===== src/rtl/mmio_fabric.sv =====
// Memory-mapped interconnect between the CPU data port and up to 2^SEL_BITS
// peripherals. The top SEL_BITS address bits select one slave strobe. Each
// transaction waits for the slave's ready, times out into a bus error, and
// reports unmapped selects as bus errors without strobing any slave.
module mmio_fabric #(
    parameter int unsigned SEL_BITS   = 3,
    parameter int unsigned NUM_SLAVES = 8,
    parameter int unsigned ADDR_W     = 12,
    parameter int unsigned TIMEOUT    = 15
) (
    input  logic                     clk,
    input  logic                     rst_n,
    input  logic                     m_req,
    input  logic [31:0]              m_addr,
    input  logic [31:0]              m_wdata,
    input  logic [3:0]               m_wenable,
    output logic                     m_ready,
    output logic [31:0]              m_rdata,
    output logic                     m_err,
    output logic [NUM_SLAVES-1:0]    s_sel,
    output logic [ADDR_W-1:0]        s_addr,
    output logic [31:0]              s_wdata,
    output logic [3:0]               s_wenable,
    input  logic [NUM_SLAVES*32-1:0] s_rdata,
    input  logic [NUM_SLAVES-1:0]    s_ready,
    output logic [7:0]               err_count,
    output logic [31:0]              err_addr
);

    typedef enum logic [1:0] {StIdle, StAccess, StResp} state_e;

    // Last counter value before the wait gives up.
    localparam logic [7:0] TimeoutLast = 8'(TIMEOUT - 1);

    state_e                state_q, state_d;
    logic [31:0]           addr_q;
    logic [31:0]           wdata_q;
    logic [3:0]            wen_q;
    logic [SEL_BITS-1:0]   idx_q;
    logic                  err_q;
    logic [7:0]            cnt_q;
    logic [31:0]           rdata_q;
    logic [7:0]            err_count_q;
    logic [31:0]           err_addr_q;

    logic [SEL_BITS-1:0]   req_idx;
    logic                  req_mapped;
    logic                  sel_ready;
    logic [31:0]           sel_rdata;
    logic                  timeout_hit;

    assign req_idx     = m_addr[31:32-SEL_BITS];
    assign req_mapped  = 32'(req_idx) < NUM_SLAVES;
    assign timeout_hit = (cnt_q == TimeoutLast);

    // Pick the ready and read data of the latched slave; other slaves are ignored.
    always_comb begin
        sel_ready = 1'b0;
        sel_rdata = '0;
        for (int unsigned i = 0; i < NUM_SLAVES; i++) begin
            if (32'(idx_q) == i) begin
                sel_ready = s_ready[i];
                sel_rdata = s_rdata[32*i +: 32];
            end
        end
    end

    // State register; reset aborts any transaction in flight.
    always_ff @(posedge clk or negedge rst_n) begin
        if (!rst_n) begin
            state_q <= StIdle;
        end else begin
            state_q <= state_d;
        end
    end

    // Next-state logic.
    always_comb begin
        state_d = state_q;
        unique case (state_q)
            StIdle: begin
                if (m_req) begin
                    state_d = req_mapped ? StAccess : StResp;
                end
            end
            StAccess: begin
                if (sel_ready || timeout_hit) begin
                    state_d = StResp;
                end
            end
            StResp:  state_d = StIdle;
            default: state_d = StIdle;
        endcase
    end

    // Outputs decoded from state; strobe and enables only live in ACCESS.
    always_comb begin
        m_ready   = (state_q == StResp);
        s_sel     = '0;
        s_wenable = 4'b0000;
        if (state_q == StAccess) begin
            s_wenable = wen_q;
            for (int unsigned i = 0; i < NUM_SLAVES; i++) begin
                if (32'(idx_q) == i) begin
                    s_sel[i] = 1'b1;
                end
            end
        end
    end

    // Transaction latches, wait counter, response data and error bookkeeping.
    always_ff @(posedge clk or negedge rst_n) begin
        if (!rst_n) begin
            addr_q      <= '0;
            wdata_q     <= '0;
            wen_q       <= '0;
            idx_q       <= '0;
            err_q       <= 1'b0;
            cnt_q       <= '0;
            rdata_q     <= '0;
            err_count_q <= '0;
            err_addr_q  <= '0;
        end else begin
            unique case (state_q)
                StIdle: begin
                    if (m_req) begin
                        addr_q  <= m_addr;
                        wdata_q <= m_wdata;
                        wen_q   <= m_wenable;
                        idx_q   <= req_idx;
                        cnt_q   <= '0;
                        if (!req_mapped) begin
                            err_q   <= 1'b1;
                            rdata_q <= '0;
                        end
                    end
                end
                StAccess: begin
                    // A ready on the final wait cycle still wins over the timeout.
                    if (sel_ready) begin
                        rdata_q <= sel_rdata;
                        err_q   <= 1'b0;
                    end else if (timeout_hit) begin
                        rdata_q <= '0;
                        err_q   <= 1'b1;
                    end else begin
                        cnt_q <= cnt_q + 8'd1;
                    end
                end
                StResp: begin
                    if (err_q) begin
                        err_addr_q <= addr_q;
                        if (err_count_q != 8'hFF) begin
                            err_count_q <= err_count_q + 8'd1;
                        end
                    end
                end
                default: ;
            endcase
        end
    end

    assign m_rdata   = rdata_q;
    assign m_err     = err_q;
    assign s_addr    = addr_q[ADDR_W-1:0];
    assign s_wdata   = wdata_q;
    assign err_count = err_count_q;
    assign err_addr  = err_addr_q;

endmodule

===== config.mk =====
export PLATFORM = sky130hd
export DESIGN_NAME = mmio_fabric
export DESIGN_NICKNAME = d
export VERILOG_FILES = /design/src/rtl/mmio_fabric.sv
export SDC_FILE = /design/constraint.sdc
export NUM_CORES = 1
export LEC_CHECK = 0
export ABC_AREA = 1
export CORE_AREA = 2 2 178 180
export CTS_CLUSTER_DIAMETER = 40
export DETAILED_ROUTE_END_ITERATION = 12
export DIE_AREA = 0 0 180 182
export DONT_BUFFER_PORTS = 1
export PLACE_DENSITY = 0.44
export SYNTH_ARGS = -nofsm -noshare
export SYNTH_HDL_FRONTEND = slang
export SYNTH_SLANG_ARGS = --single-unit

===== constraint.sdc =====
create_clock -name clk -period 2 [get_ports clk]
set_clock_uncertainty 0.2 [all_clocks]
set_input_delay 0.4 -clock clk [delete_from_list [all_inputs] [get_ports clk]]
set_output_delay 0.4 -clock clk [all_outputs]
set_load 0.01 [all_outputs]

Yosys cells after proc, flatten, opt, wreduce, memory -nomap -nowiden
Index checks and enable logic that the tools add are counted.

Flip-flop bits (word level): 154. Bits of input ports: 335. Output and inout port bits: 130. Word-level logic and storage cells: 75.

Add/sub/neg operators: 2. Eq/ne operators: 15. Muxes and demuxes: 37. Reductions and logical operators: 11.

Operators by type and width (count): $mux W32 (10); $mux W8 (4); $mux W1 (18); $add A8 B1 Y8 const B (2); $pmux W8 S2 (1); $eq A3 B3 Y1 const B (4); $eq A8 B4 Y1 const B (1); $ne A2 B2 Y1 const B (4); $ne A8 B8 Y1 const B (1); $reduce_and A2 Y1 (4); $eq A3 B2 Y1 const B (2); $mux W2 (2); $mux W4 (1); $pmux W2 S2 (1); $reduce_and A4 Y1 (1); $reduce_bool A2 Y1 (2); $eq A3 B1 Y1 const B (1); $logic_not A3 Y1 (1); $reduce_and A3 Y1 (1); $eq A2 B1 Y1 const B (1); $eq A2 B2 Y1 const B (1); $logic_not A2 Y1 (1); $logic_or A1 B1 Y1 (1).

Logic depth before layout (Yosys ltp)
Word-level depth: 12. Gate-level depth with buffers: 13. Depth with buffers taken out: 11.

Least setup slack after synthesis
No wires, ideal clock.

Path type: reg2out. From: register state_q[1]. To: output s_sel[2]. Arrival: 1.390 ns. Data required time: 1.400 ns. Setup slack: 0.010 ns. Stages on the path, launching flop included: 6. Path buffers: 2. Cell sequence: dfrtp_1 -> nor2_2 -> inv_1 -> clkbuf_1 -> clkbuf_1 -> nor2_1.

Cells in the longest elaborated chain, start to end: 2.

Ends and longest elaborated chain: start: declaration (RTL line 35) `state_e state_q, state_d;`; start signal: assignment (RTL line 71) `state_q <= StIdle;`; start signal: assignment (RTL line 73) `state_q <= state_d;`; $eq A2 B1 Y1 (RTL line 101) `if (state_q == StAccess) begin`; $mux W8 (RTL line 101); end: declaration (RTL line 20) `output logic [NUM_SLAVES-1:0] s_sel,`.

Every way passes these cells.

Worst setup path after layout
From: register state_q[1]. To: output s_sel[1].

Same word-level chain as after synthesis.

==> impl_metrics.toml <==
[sta]
fin_crit_sh_pct = 112
holdWs_ns = -0.540
slew_headroom_pct = 69.4
worst_pin_slew_ns = 0.459
setup_ws_ns = -0.244
rsz0062_at_grt = "yes"
finalHoldViolCount = 151
fin_crit_ns = 2.24
fmax_ghz = 0.446
fin_setup_tns_ns = -3.39
drv_slew = 0
setup_violations = 45

[critical_path]
endpoint_kind = "output pin"
slowest_stage = "dfrtp_2"
path_cells = "nor2_4 -> clkinvlp_4 -> nor4_4 -> buf_4"
worstPathRequired_ns = 1.40
critical_path_class = "flop to output pin"
cp.arrival_ns = 1.64
critical_path_peak_fanout = 5
cpPeakStageDelay_ns = 0.43
critPathLaunchType = "flop"

[floorplanning]
initial_core_util_pct = 26.1
die_width_um = 180
core_um2 = 31000
die_h_um = 182
die_area_um2 = 32800
ios = 465
num_rows = 65

[routing]
drc = 0
wirelength_mm = 31.6
vias = 7632
first_pass_iters = 5
drt_first_iter_violations = 377
viasPerCell = 4.98
wl_per_cell_um = 20.6
ant_nets = 0

[run_status]
failed_checks = "negative hold slack, negative setup slack"
status = "finished, violations left"

[logic_synthesis]
synth_cell_types = 29
ys_seq_area_share_pct = 46.7
mappedNetlistArea_um2 = 8090
avgSynthCellArea_um2 = 8.21
netlist_instances = 985
synth_seq_cells = 151
synth_nets = 1323
yosysWarnings = 0
yosysTopAreaCell = "dfrtp_1"
netlist.area_leader.share_pct = 46.7
synthTopCellsByArea = "dfrtp_1 47%, nand2_1 17%, mux2_2 11%"

[cells_and_area]
areaGrowthSynthToFinish_pct = 38.7
final_nets = 1454
post-route-util_pct = 36.2
drive_above_1_share_pct = 28.8
fin_cells = 1534

[clock_tree]
cts_tree = "done"
h-tree-depth = 4
hold_buffers = 82
cts_inserted_buffers = 17
worstSkewPairLatency_ns = 0.43
clockRootBuffer = "clkbuf_16"
clock_path_buffers = 2
clk_pin_slew_ns = 0.08
clkSinkCount = 151

[global_routing]
antenna_found_initial = 3
grt_pass1_wl_mm = 47.3
grt_overflow_total = 0
grt_pass1_vias = 7857
grt_max_degree = 152
grt_usage_pct = 18.8

[run]
max_cap_viol_count = 0

[power_and_ir_drop]
p_leak_nw = 5.25
vdd_ir_drop_max_uv = 742
cellPowerDensity_nw_per_um2 = 1500

[place]
place_congestion = 0.870
port-buffer-count = 0
dp_hpwl_mm = 22.5
dp.cells = 1380

[min_path]
hold_path_class = "primary input to async pin"
-- cell usage in the layout (no fill, tap or decap), types with 7 or more instances in the layout --
cell / count
a21oi_1: 55
buf_12: 15
buf_4: 49
buf_6: 24
clkbuf_16: 19
dfrtp_1: 149
dlygate4sd3_1: 82
inv_1: 53
inv_2: 8
mux2_2: 78
nand2_1: 302
nand2_2: 40
nand2_4: 16
nand3_1: 40
nand3_2: 12
nand4_1: 66
nor2_1: 26
nor2_2: 8
nor2_4: 7
o21ai_0: 9
or2_2: 13
-- flip-flops by register name, summed over array words and instances (netlist names) --
| name | flops |
|---|---|
| err_addr | 32 |
| s_wdata | 32 |
| state_q | 2 |
| addr_q | 31 |
| m_err | 1 |
| idx_q | 1 |
| m_rdata | 32 |
| wen_q | 4 |
| cnt_q | 8 |
| err_count | 8 |
-- cells in the mapped netlist (all sizes together) --
library cell and number:
inv 64, ha 3, or2 13, nor2 41
o22ai 4, a31oi 1, xor2 5, mux2 78
nand2 358, clkbuf 31, a21oi 58, nand4 67
nor4 2, xnor2 5, nor3 4, buf 34
o21ai 10, dfrtp 151, nand3 53, nor3b 3
-- where the power goes --
group          switching [mW]  leakage (nW)  internal [mW]
combinational            4.47          3.06           3.74
sequential               1.25          1.90           4.09
clock                    1.55         0.288           1.71
-- kinds of logic (layout without fill, tap and decap cells) --
| logic type | count (synthesis) | after routing | share of synthesized area [%] |
|---|---|---|---|
| AND/OR/NAND/NOR | 541 | 541 | 29.3 |
| multiplexers | 78 | 78 | 10.9 |
| flip-flops | 151 | 151 | 46.7 |
| XOR/XNOR | 10 | 10 | 1.08 |
| other | 0 | 3 | 0 |
| AO/OA/AOI/OAI | 73 | 73 | 4.73 |
| adder cells (fa/ha/maj) | 3 | 3 | 0.464 |
| buffers and inverters | 129 | 273 | 6.84 |
-- cell type report --
class	instances	area, um^2
antenna	3	7.51
clock buffer	18	439
fill	3219	19800
clock inverter	14	154
timing repair buffer	177	1920
inverter	64	254
tap	402	503
multi-input combinational	705	4160
sequential	151	3780
-- worst max-delay path: cells and delay by family (launching register included) --
family / cells / cell delay [ns]
buffers and inverters: 2 / 0.42
flip-flops: 1 / 0.43
AND/OR/NAND/NOR: 2 / 0.37
-- path summary, 6_finish.rpt --
| path | from | to | slack [ns] | cells after the start |
|---|---|---|---|---|
| max in group asynchronous | rst_n | state_q[1] | 1.85 | 0 |
| min in group clk | s_rdata[158] | m_rdata[30] | 0.02 | 4 |
| worst min register to register | addr_q[16] | addr_q[16] | 0.30 | 1 |
| worst max register to register | addr_q[29] | m_rdata[10] | -0.06 | 14 |
| worst max-delay path | state_q[1] | s_sel[1] | -0.24 | 4 |
| worst min-delay path | rst_n | m_rdata[23] | -0.54 | 0 |
-- metrics by stage --
step	total power [mW]	setup WS, ns	area [um^2]
after global routing	18.0	-0.323	11200
after CTS	16.3	-0.214	10900
after floorplan	9.26	0.0103	8090
final	16.8	-0.244	11200
after global placement	11.6	-0.0810	8920
after detailed placement	11.6	-0.0806	8920
-- metal layers --
layer  share of wire [%]  GRT usage [%]  vias up
met4                 5.2           9.95        0
met1                  41           22.7     3684
met3                 9.9           7.68       84
li1                    -              -     3480
met5                   0              0        -
met2                  44           28.8      384
-- what timing repair did --
item,CTS,global route
endpoints found under the setup margin,54,57
gates resized for setup,90,67
setup buffers,26,13
gates cloned,5,2
endpoints found under the hold margin,233,151
pin swaps,23,28
(Power assumes the default switching activity.)
